`src/rtl/alu_pkg.sv`:
```
// Shared types for the pipelined ALU.
// Opcode names pair each logic op with its arithmetic twin.
package alu_pkg;

  typedef enum logic {
    MODE_LOGIC = 1'b0,
    MODE_ARITH = 1'b1
  } alu_mode_e;

  typedef enum logic [2:0] {
    OP_AND_ADD   = 3'b000,
    OP_OR_ADDC   = 3'b001,
    OP_XOR_SUB   = 3'b010,
    OP_NOR_SUBB  = 3'b011,
    OP_NOT_INC   = 3'b100,
    OP_PA_DEC    = 3'b101,
    OP_PB_SHL    = 3'b110,
    OP_NAND_SHR  = 3'b111
  } alu_op_e;

  typedef struct packed {
    logic c;
    logic v;
    logic z;
    logic s;
  } alu_flags_t;

endpackage

```
`src/rtl/alu_core.sv`:
```
// Combinational ALU datapath: one shared adder
// serves every add/sub/inc/dec variant.
import alu_pkg::*;

module alu_core #(
  parameter int DWIDTH = 32
) (
  input  logic [DWIDTH-1:0] op1,
  input  logic [DWIDTH-1:0] op2,
  input  logic [2:0]        opsel,
  input  logic              mode,
  input  logic              cin,
  output logic [DWIDTH-1:0] result,
  output alu_flags_t        flags
);

  localparam int M = DWIDTH - 1;

  logic [DWIDTH-1:0] b;
  logic              ci;
  logic [DWIDTH:0]   sum;
  logic              c;
  logic              v;

  always_comb begin
    b  = op2;
    ci = 1'b0;
    unique case (alu_op_e'(opsel))
      OP_OR_ADDC:  ci = cin;
      OP_XOR_SUB:  begin b = ~op2; ci = 1'b1; end
      OP_NOR_SUBB: begin b = ~op2; ci = cin;  end
      OP_NOT_INC:  begin b = '0;   ci = 1'b1; end
      OP_PA_DEC:   b = '1;
      default:     ;
    endcase
  end

  assign sum = {1'b0, op1} + {1'b0, b}
             + {{DWIDTH{1'b0}}, ci};

  always_comb begin
    result = '0;
    c      = cin;
    v      = 1'b0;
    if (alu_mode_e'(mode) == MODE_LOGIC) begin
      unique case (alu_op_e'(opsel))
        OP_AND_ADD:  result = op1 & op2;
        OP_OR_ADDC:  result = op1 | op2;
        OP_XOR_SUB:  result = op1 ^ op2;
        OP_NOR_SUBB: result = ~(op1 | op2);
        OP_NOT_INC:  result = ~op1;
        OP_PA_DEC:   result = op1;
        OP_PB_SHL:   result = op2;
        OP_NAND_SHR: result = ~(op1 & op2);
        default:     result = '0;
      endcase
    end else begin
      unique case (alu_op_e'(opsel))
        OP_PB_SHL: begin
          result = {op1[M-1:0], 1'b0};
          c      = op1[M];
          v      = op1[M] ^ op1[M-1];
        end
        OP_NAND_SHR: begin
          result = {1'b0, op1[M:1]};
          c      = op1[0];
        end
        default: begin
          result = sum[M:0];
          c      = sum[DWIDTH];
          v      = (op1[M] == b[M]) &&
                   (sum[M] != op1[M]);
        end
      endcase
    end
  end

  assign flags.c = c;
  assign flags.v = v;
  assign flags.z = (result == '0);
  assign flags.s = result[M];

endmodule

```
`src/rtl/alu_pipe.sv`:
```
// Two-stage ALU: S1 holds operands, S2 holds the
// computed result and flags; carry_q chains in order.
import alu_pkg::*;

module alu_pipe #(
  parameter int DWIDTH = 32
) (
  input  logic              clk,
  input  logic              rst_n,
  input  logic              in_valid,
  output logic              in_ready,
  input  logic [DWIDTH-1:0] op1,
  input  logic [DWIDTH-1:0] op2,
  input  logic [2:0]        opsel,
  input  logic              mode,
  input  logic              c_load,
  input  logic              c_init,
  output logic              out_valid,
  input  logic              out_ready,
  output logic [DWIDTH-1:0] result,
  output logic              c_flag,
  output logic              v_flag,
  output logic              z_flag,
  output logic              s_flag,
  output logic              carry_q
);

  logic              s1_valid;
  logic [DWIDTH-1:0] s1_op1;
  logic [DWIDTH-1:0] s1_op2;
  logic [2:0]        s1_opsel;
  logic              s1_mode;
  logic              s1_advance;
  logic [DWIDTH-1:0] core_result;
  alu_flags_t        core_flags;

  assign s1_advance = s1_valid &&
                      (!out_valid || out_ready);
  assign in_ready   = !s1_valid || s1_advance;

  alu_core #(.DWIDTH(DWIDTH)) u_core (
    .op1    (s1_op1),
    .op2    (s1_op2),
    .opsel  (s1_opsel),
    .mode   (s1_mode),
    .cin    (carry_q),
    .result (core_result),
    .flags  (core_flags)
  );

  always_ff @(posedge clk or negedge rst_n) begin
    if (!rst_n) begin
      s1_valid <= 1'b0;
      s1_op1   <= '0;
      s1_op2   <= '0;
      s1_opsel <= '0;
      s1_mode  <= 1'b0;
    end else if (in_valid && in_ready) begin
      s1_valid <= 1'b1;
      s1_op1   <= op1;
      s1_op2   <= op2;
      s1_opsel <= opsel;
      s1_mode  <= mode;
    end else if (s1_advance) begin
      s1_valid <= 1'b0;
    end
  end

  always_ff @(posedge clk or negedge rst_n) begin
    if (!rst_n) begin
      out_valid <= 1'b0;
      result    <= '0;
      c_flag    <= 1'b0;
      v_flag    <= 1'b0;
      z_flag    <= 1'b0;
      s_flag    <= 1'b0;
    end else if (s1_advance) begin
      out_valid <= 1'b1;
      result    <= core_result;
      c_flag    <= core_flags.c;
      v_flag    <= core_flags.v;
      z_flag    <= core_flags.z;
      s_flag    <= core_flags.s;
    end else if (out_ready) begin
      out_valid <= 1'b0;
    end
  end

  // An explicit load beats the advancing op's carry.
  always_ff @(posedge clk or negedge rst_n) begin
    if (!rst_n) begin
      carry_q <= 1'b0;
    end else if (c_load) begin
      carry_q <= c_init;
    end else if (s1_advance) begin
      carry_q <= core_flags.c;
    end
  end

endmodule

```
`config.mk`:
```
export PLATFORM = sky130hd
export DESIGN_NAME = alu_pipe
export DESIGN_NICKNAME = d
export VERILOG_FILES = /design/src/rtl/alu_pkg.sv /design/src/rtl/alu_core.sv /design/src/rtl/alu_pipe.sv
export SDC_FILE = /design/constraint.sdc
export NUM_CORES = 1
export LEC_CHECK = 0
export BUFFER_PORTS_ARGS = -buffer_cell sky130_fd_sc_hd__buf_2
export CORE_ASPECT_RATIO = 0.6
export CORE_UTILIZATION = 50
export CTS_BUF_LIST = sky130_fd_sc_hd__clkbuf_8
export DETAILED_ROUTE_END_ITERATION = 12
export MAX_ROUTING_LAYER = met4
export PLACE_DENSITY_LB_ADDON = 0.08
export SLEW_MARGIN = 10
export SYNTH_ARGS = -nofsm -noshare
export SYNTH_HDL_FRONTEND = slang
export SYNTH_SLANG_ARGS = --single-unit
```
`constraint.sdc`:
```
create_clock -name clk -period 6 [get_ports clk]
set_clock_uncertainty 0.05 [all_clocks]
set_input_delay 1.2 -clock clk [delete_from_list [all_inputs] [get_ports clk]]
set_output_delay 1.2 -clock clk [all_outputs]
set_load 0.05 [all_outputs]
```
==> results of run 1 <==
[worst max-delay path, stage by stage, from the launching register on]
cell and delay, ns:
dfrtp_4 0.70, buf_12 0.43, nor2b_1 0.44, or2_2 0.20
nor2_1 0.04, a211oi_1 0.38, ha_1 0.27, a21oi_1 0.07
o21ai_0 0.52, o211ai_1 0.24, a22oi_1 0.19, o21ai_1 0.15
o21ai_0 0.39, xor2_1 0.12, a221o_1 0.39, or4_1 0.52
o31ai_1 0.22
[sequential cells by signal, indices dropped and copies added, names as in the netlist]
name	count
s1_mode	1
s1_op2	32
s1_opsel	3
out_valid	1
v_flag	1
c_flag	1
s1_op1	32
carry_q	1
result	32
z_flag	1
s1_valid	1
[placed cells by master, fill, tap and decap left out, types with 8 or more instances in the layout]
cell type and n:
a211oi_1 26, a21o_1 14, a21oi_1 111, a221o_1 9, a221oi_1 14, a22oi_1 12, a31oi_1 32, and2_1 8
buf_2 111, buf_4 19, clkbuf_8 9, dfrtp_1 103, ha_1 95, inv_1 73, mux2_2 74, mux2i_1 22
mux4_2 10, nand2_1 156, nand2b_1 20, nand3_1 15, nor2_1 75, nor2b_1 13, nor3_1 13, o211ai_1 29
o21a_1 9, o21ai_0 81, o22ai_1 10, o31ai_1 9, xnor2_1 20, xor2_1 26
[cells by family after synthesis]
kind of cell | count (synthesis) | synth area share (%)
xor+xnor | 46 | 3.84
flops | 106 | 25.3
mux | 106 | 12.2
fa+ha+maj | 97 | 11.7
buf+inv | 163 | 6.52
simple gates | 337 | 14.4
compound gates | 416 | 26.0
[power by group through the flow]
stage	Sequential [µW]	Combinational (µW)	Clock, µW
2_1_floorplan	1390	1680	0
3_3_place_gp	1120	2680	0
3_5_place_dp	1130	2670	0
4_1_cts	1120	2690	456
5_1_grt	1150	2980	477
6_report	1130	2750	433
[routing by layer]
layer | GRT usage (%) | wire, µm
met3 | 11.8 | 4510
met5 | - | 0
met1 | 55.6 | 18400
met2 | 35.5 | 11100
met4 | 5.27 | 280
[area by class of cell]
cell class	instances	share of cell area [%]
flip-flops and latches	106	23.5
well taps	273	3.02
multi-input cells	1002	63.1
inverters	74	2.45
clock buffers	9	1.09
clock inverters	7	0.442
repair buffers	131	6.34
[cell usage after synthesis (15+ instances only)]
| cell | instances | share of area [%] |
|---|---|---|
| nor2_1 | 75 | 2.7 |
| dfrtp_1 | 106 | 25 |
| xor2_1 | 26 | 2.2 |
| a31oi_1 | 32 | 1.9 |
| clkbuf_1 | 39 | 1.4 |
| buf_2 | 24 | 1.1 |
| inv_1 | 73 | 2.6 |
| ha_1 | 95 | 11 |
| nand2b_1 | 20 | 1.2 |
| a21oi_1 | 111 | 5.3 |
| a211oi_1 | 26 | 1.9 |
| xnor2_1 | 20 | 1.7 |
| mux2_2 | 74 | 8.0 |
| o211ai_1 | 29 | 2.1 |
| nand3_1 | 15 | 0.72 |
| buf_1 | 17 | 0.61 |
| mux2i_1 | 22 | 2.1 |
| nand2_1 | 157 | 5.6 |
| o21ai_0 | 81 | 3.9 |
[worst max path at each step]
| stage | from | endpoint | slack (ns) | depth (start not counted) |
|---|---|---|---|---|
| 5_1_grt | s1_opsel[1]$_DFFE_PN0P_ | z_flag$_DFFE_PN0P_ | 0.26 | 16 |
| 4_1_cts | s1_opsel[1]$_DFFE_PN0P_ | z_flag$_DFFE_PN0P_ | 0.73 | 16 |
| 3_5_place_dp | s1_opsel[1]$_DFFE_PN0P_ | z_flag$_DFFE_PN0P_ | 0.76 | 16 |
| 6_report | s1_opsel[1]$_DFFE_PN0P_ | z_flag$_DFFE_PN0P_ | 0.59 | 16 |
| 3_3_place_gp | s1_opsel[1]$_DFFE_PN0P_ | z_flag$_DFFE_PN0P_ | 0.96 | 16 |
| 2_1_floorplan | s1_opsel[2]$_DFFE_PN0P_ | z_flag$_DFFE_PN0P_ | 0.62 | 22 |
[stage by stage]
step	hold WS, ns	util (%)
CTS	0.434	55.9
floorplan	0.421	-
detailed placement	0.409	55.0
global route	0.451	55.9
global placement	0.404	55.0
finish	0.428	55.9
==> flow_metrics.env, run 1 <==
export IMPL_status="completed"
export IMPL_drc=0
export IMPL_dp_hpwl_um=26100
export IMPL_worstPathMaxFanout=103
export IMPL_fin_crit_ns=5.41
export IMPL_initial_core_util_pct=51.7
export IMPL_rows=40
export IMPL_p_switching_uw=2310
export IMPL_place_area_um2=11100
export IMPL_post_cts_setup_buffer_count=0
export IMPL_rsz0062_at_grt="false"
export IMPL_cts_tree="done"
export IMPL_drive_above_1_share_pct=18.8
export IMPL_vias=9866
export IMPL_htreeDepth=3
export IMPL_postCtsHoldBufs=0
export IMPL_setup_ws_ns=0.588
export IMPL_min_from="result[6]$_DFFE_PN0P_"
export IMPL_die_w_um=189
export IMPL_p_total_uw=4310
export IMPL_avgSynthCellArea_um2=8.24
export IMPL_reg2reg_depth=16
export IMPL_r2r_slack_ns=0.59
export IMPL_synth_fp_nets=1442
export IMPL_synth_seq_cells=106
export IMPL_area_growth_pct=8.06
export IMPL_grt_max_degree=104
export IMPL_grt_pass1_wl_um=52700
export IMPL_stdcell_count=1602
export IMPL_grt_pass1_vias=8571
export IMPL_multi_input_area_um2=7150
export IMPL_async_reset_ff_share_pct=100
export IMPL_p_comb_share_pct=63.9
export IMPL_dp_worst_setup_slack_ns=0.760
export IMPL_holdPathEnd="result[6]$_DFFE_PN0P_"
export IMPL_synth_distinct_cells=74
export IMPL_numPortBuffers=112
export IMPL_clockBufferDepth=2
export IMPL_netSwitchingFraction_pct=53.6
export IMPL_placed_cells=1586
export IMPL_dieArea_um2=21600
export IMPL_p_int_uw=2000
export IMPL_timing_rr_start="s1_opsel[1]$_DFFE_PN0P_"
export IMPL_crit_type="register to register"
export IMPL_fmax_mhz=185
export IMPL_hold_violations=0
export IMPL_fin_area_um2=11300
export IMPL_first_pass_iters=5
export IMPL_yosysWarnings=0
export IMPL_startpoint_type="register"
export IMPL_clkSlewWorstSetupHoldPaths_ns=0.11
export IMPL_leakage_uw=0.00513
export IMPL_synth_area_um2=10500
export IMPL_n_antenna_cell=0
export IMPL_setup_viol=0
export IMPL_cts_resized=0
export IMPL_whs_path_depth=2
export IMPL_clk_latency_ns=0.41
export IMPL_drt_iter0_drc=1088
export IMPL_cp_data_required_time_ns=6.27
export IMPL_cts_buffers=9
export IMPL_pwr_share_seq_pct=26.1
export IMPL_r2r_end="z_flag$_DFFE_PN0P_"
export IMPL_wl_um=34300
export IMPL_ant_nets=0
export IMPL_core_um2=20300
export IMPL_ios=113
export IMPL_vdd_drop_max_mv=0.302
export IMPL_slew_viol_final=0
export IMPL_wl_per_cell_um=21.4
export IMPL_clockRootBuffer="clkbuf_8"
export IMPL_finalSetupTns_ns=0
export IMPL_grt_use_total_pct=33.4
export IMPL_slew_headroom_pct=26.7
export IMPL_ff_latch_area_um2=2660
export IMPL_fp_dieH_um=114
export IMPL_hp_class="register to register"
export IMPL_syn_inst=1271
export IMPL_critPathArrivalTime_ns=5.68
export IMPL_drv_cap=0
export IMPL_place_gp_congestion=0.988
export IMPL_final_nets=1495
export IMPL_antenna_found_initial=0
export IMPL_cp_end_kind="register"
export IMPL_grt_overflow=0
export IMPL_power_density_nw_per_um2=381
export IMPL_fin_crit_sh_pct=90.2
export IMPL_cts_sinks=106
export IMPL_pwr_share_clk_pct=10.0
export IMPL_tightest_slew_ns=1.10
export IMPL_via_per_inst=6.16
export IMPL_ys_seq_area_share_pct=25.3
export IMPL_synth_flop_cell="dfrtp_1"
export IMPL_synth_edf_count=0
export IMPL_fillers=1940
Note: power is estimated with default switching activity, not from simulation.
==> run 2, diff against run 1 <==
--- a/config.mk
+++ b/config.mk
@@ -7,11 +7,12 @@
 export LEC_CHECK = 0
 export BUFFER_PORTS_ARGS = -buffer_cell sky130_fd_sc_hd__buf_2
 export CORE_ASPECT_RATIO = 0.6
+export CORE_MARGIN = 2
 export CORE_UTILIZATION = 50
 export CTS_BUF_LIST = sky130_fd_sc_hd__clkbuf_8
 export DETAILED_ROUTE_END_ITERATION = 12
 export MAX_ROUTING_LAYER = met4
-export PLACE_DENSITY_LB_ADDON = 0.08
+export PLACE_DENSITY = 0.72
 export SLEW_MARGIN = 10
 export SYNTH_ARGS = -nofsm -noshare
 export SYNTH_HDL_FRONTEND = slang
==> run 2 against run 1 <==
  * First-iteration DRC count is 16% higher
  * Critical path type unchanged
  * Sequential share of layout area is 0.085 points lower
  * Sequential cell count stayed put
  * Core utilization is 0.20 points higher
  * Total power is 1.5% higher
  * Via count is 1.3% higher
==> flow_metrics.env, run 2 (synthesis gave the netlist of run 1 again) <==
export IMPL_startpoint_type="register"
export IMPL_ios=113
export IMPL_cp_data_required_time_ns=6.27
export IMPL_r2r_end="z_flag$_DFFE_PN0P_"
export IMPL_initial_core_util_pct=51.7
export IMPL_wl_um=34200
export IMPL_cpMaxStageDelayCell="dfrtp_4"
export IMPL_fmax_mhz=197
export IMPL_vias=9999
export IMPL_p_total_uw=4380
export IMPL_dp_worst_setup_slack_ns=1.04
export IMPL_n_antenna_cell=0
export IMPL_power_density_nw_per_um2=385
export IMPL_area_growth_pct=8.45
export IMPL_final_cell_mix="156 x nand2_1, 111 x a21oi_1, 111 x buf_2, 103 x dfrtp_1, 95 x ha_1"
export IMPL_path_depth=15
export IMPL_cts_buffers=9
export IMPL_leakage_uw=0.00515
export IMPL_drt_iter0_drc=1257
export IMPL_drc=0
export IMPL_die_w_um=191
export IMPL_clk_latency_ns=0.42
export IMPL_dieArea_um2=22200
export IMPL_setup_ws_ns=0.931
export IMPL_finalSetupTns_ns=0
export IMPL_wl_per_cell_um=21.3
export IMPL_cts_tree="done"
export IMPL_crit_type="register to register"
export IMPL_hold_violations=0
export IMPL_grt_overflow=0
export IMPL_grt_use_total_pct=32.4
export IMPL_worstPathMaxFanout=30
export IMPL_crit_buf_inv=1
export IMPL_rsz0062_at_grt="false"
export IMPL_postCtsHoldBufs=0
export IMPL_setup_viol=0
export IMPL_post_cts_setup_buffer_count=0
export IMPL_fin_crit_sh_pct=84.5
export IMPL_grt_pass1_vias=8732
export IMPL_reg_top3="result x32, s1_op1 x32, s1_op2 x32"
export IMPL_final_nets=1497
export IMPL_core_um2=20300
export IMPL_crit_path_end="z_flag$_DFFE_PN0P_"
export IMPL_worstPathCellList="or2_2 -> a31oi_1 -> fa_1 -> inv_1 -> fa_1 -> a211oi_2 -> o21ai_1 -> a21oi_2 -> o21ai_1 -> a2111oi_0 -> a211oi_1 -> a2111oi_2 -> nand4_1 -> or4_1 -> o31ai_1"
export IMPL_drv_cap=0
export IMPL_crit_path_start="s1_opsel[1]$_DFFE_PN0P_"
export IMPL_slew_viol_final=0
export IMPL_dp_hpwl_um=25800
export IMPL_fp_dieH_um=116
export IMPL_cts_sinks=106
export IMPL_htreeDepth=3
export IMPL_clkSlewWorstSetupHoldPaths_ns=0.11
export IMPL_clockRootBuffer="clkbuf_8"
export IMPL_first_pass_iters=6
export IMPL_cts_resized=0
export IMPL_antenna_found_initial=0
export IMPL_max_stage_delay_ns=0.65
export IMPL_status="completed"
export IMPL_drive_above_1_share_pct=18.9
export IMPL_grt_max_degree=103
export IMPL_fin_crit_ns=5.07
export IMPL_holdWs_ns=0.428
export IMPL_vdd_drop_max_mv=0.306
export IMPL_reg2reg_depth=15
export IMPL_ant_nets=0
export IMPL_critPathTopFamily="compound AO/OA/AOI/OAI gates"
export IMPL_via_per_inst=6.23
export IMPL_r2r_slack_ns=0.93
export IMPL_rows=40
export IMPL_tightest_slew_ns=1.09
export IMPL_cp_end_kind="register"
export IMPL_timing_rr_start="s1_opsel[1]$_DFFE_PN0P_"
export IMPL_hp_class="register to register"
export IMPL_grt_pass1_wl_um=52300
export IMPL_critPathArrivalTime_ns=5.34
export IMPL_final_common_cell="nand2_1"
export IMPL_slew_headroom_pct=27.3
export IMPL_numPortBuffers=112
export IMPL_clockBufferDepth=2
export IMPL_place_gp_congestion=1.00
run 2: power breakdown:
| part | switching, µW | total (µW) | internal [µW] |
|---|---|---|---|
| Sequential | 235 | 1120 | 883 |
| Combinational | 1810 | 2780 | 968 |
| Clock | 281 | 482 | 200 |
run 2: how the worst min path moves through the flow:
stage | from | endpoint | slack [ns] | cells past startpoint
6_report | result[6]$_DFFE_PN0P_ | result[6]$_DFFE_PN0P_ | 0.43 | 2
5_1_grt | result[23]$_DFFE_PN0P_ | result[23]$_DFFE_PN0P_ | 0.46 | 2
4_1_cts | result[14]$_DFFE_PN0P_ | result[14]$_DFFE_PN0P_ | 0.43 | 2
3_5_place_dp | result[14]$_DFFE_PN0P_ | result[14]$_DFFE_PN0P_ | 0.41 | 2
3_3_place_gp | result[23]$_DFFE_PN0P_ | result[23]$_DFFE_PN0P_ | 0.40 | 2
2_1_floorplan | s1_valid$_DFFE_PN0P_ | out_valid$_DFFE_PN0P_ | 0.42 | 1
run 2: worst register-to-register path, cell delays in order, from the launching register on:
cell and delay [ns]:
dfrtp_4 0.65, or2_2 0.50, a31oi_1 0.26, fa_1 0.23, inv_1 0.06, fa_1 0.45
a211oi_2 0.31, o21ai_1 0.23, a21oi_2 0.29, o21ai_1 0.21, a2111oi_0 0.49, a211oi_1 0.16
a2111oi_2 0.26, nand4_1 0.12, or4_1 0.53, o31ai_1 0.20
run 2: per-layer routing:
metal / wire length (µm) / GRT usage, %
met5: 0 / -
met4: 403 / 5.68
met3: 5430 / 15.7
met2: 11600 / 36.0
met1: 16800 / 49.9
run 2: metrics by stage:
stage / cells / utilization (%) / cell area, µm²
CTS: 1604 / 56.1 / 11400
finish: 1604 / 56.1 / 11400
global route: 1604 / 56.1 / 11400
global placement: 1588 / 55.1 / 11200
detailed placement: 1588 / 55.1 / 11200
floorplan: 1271 / - / 10500
run 2: area by class of cell:
| cell class | instances | area (µm²) |
|---|---|---|
| fill | 1875 | 8900 |
| multi-input combinational | 1002 | 7150 |
| sequential | 106 | 2660 |
| timing repair buffer | 133 | 733 |
| tap | 273 | 342 |
| inverter | 74 | 278 |
| clock buffer | 9 | 124 |
| clock inverter | 7 | 81.3 |
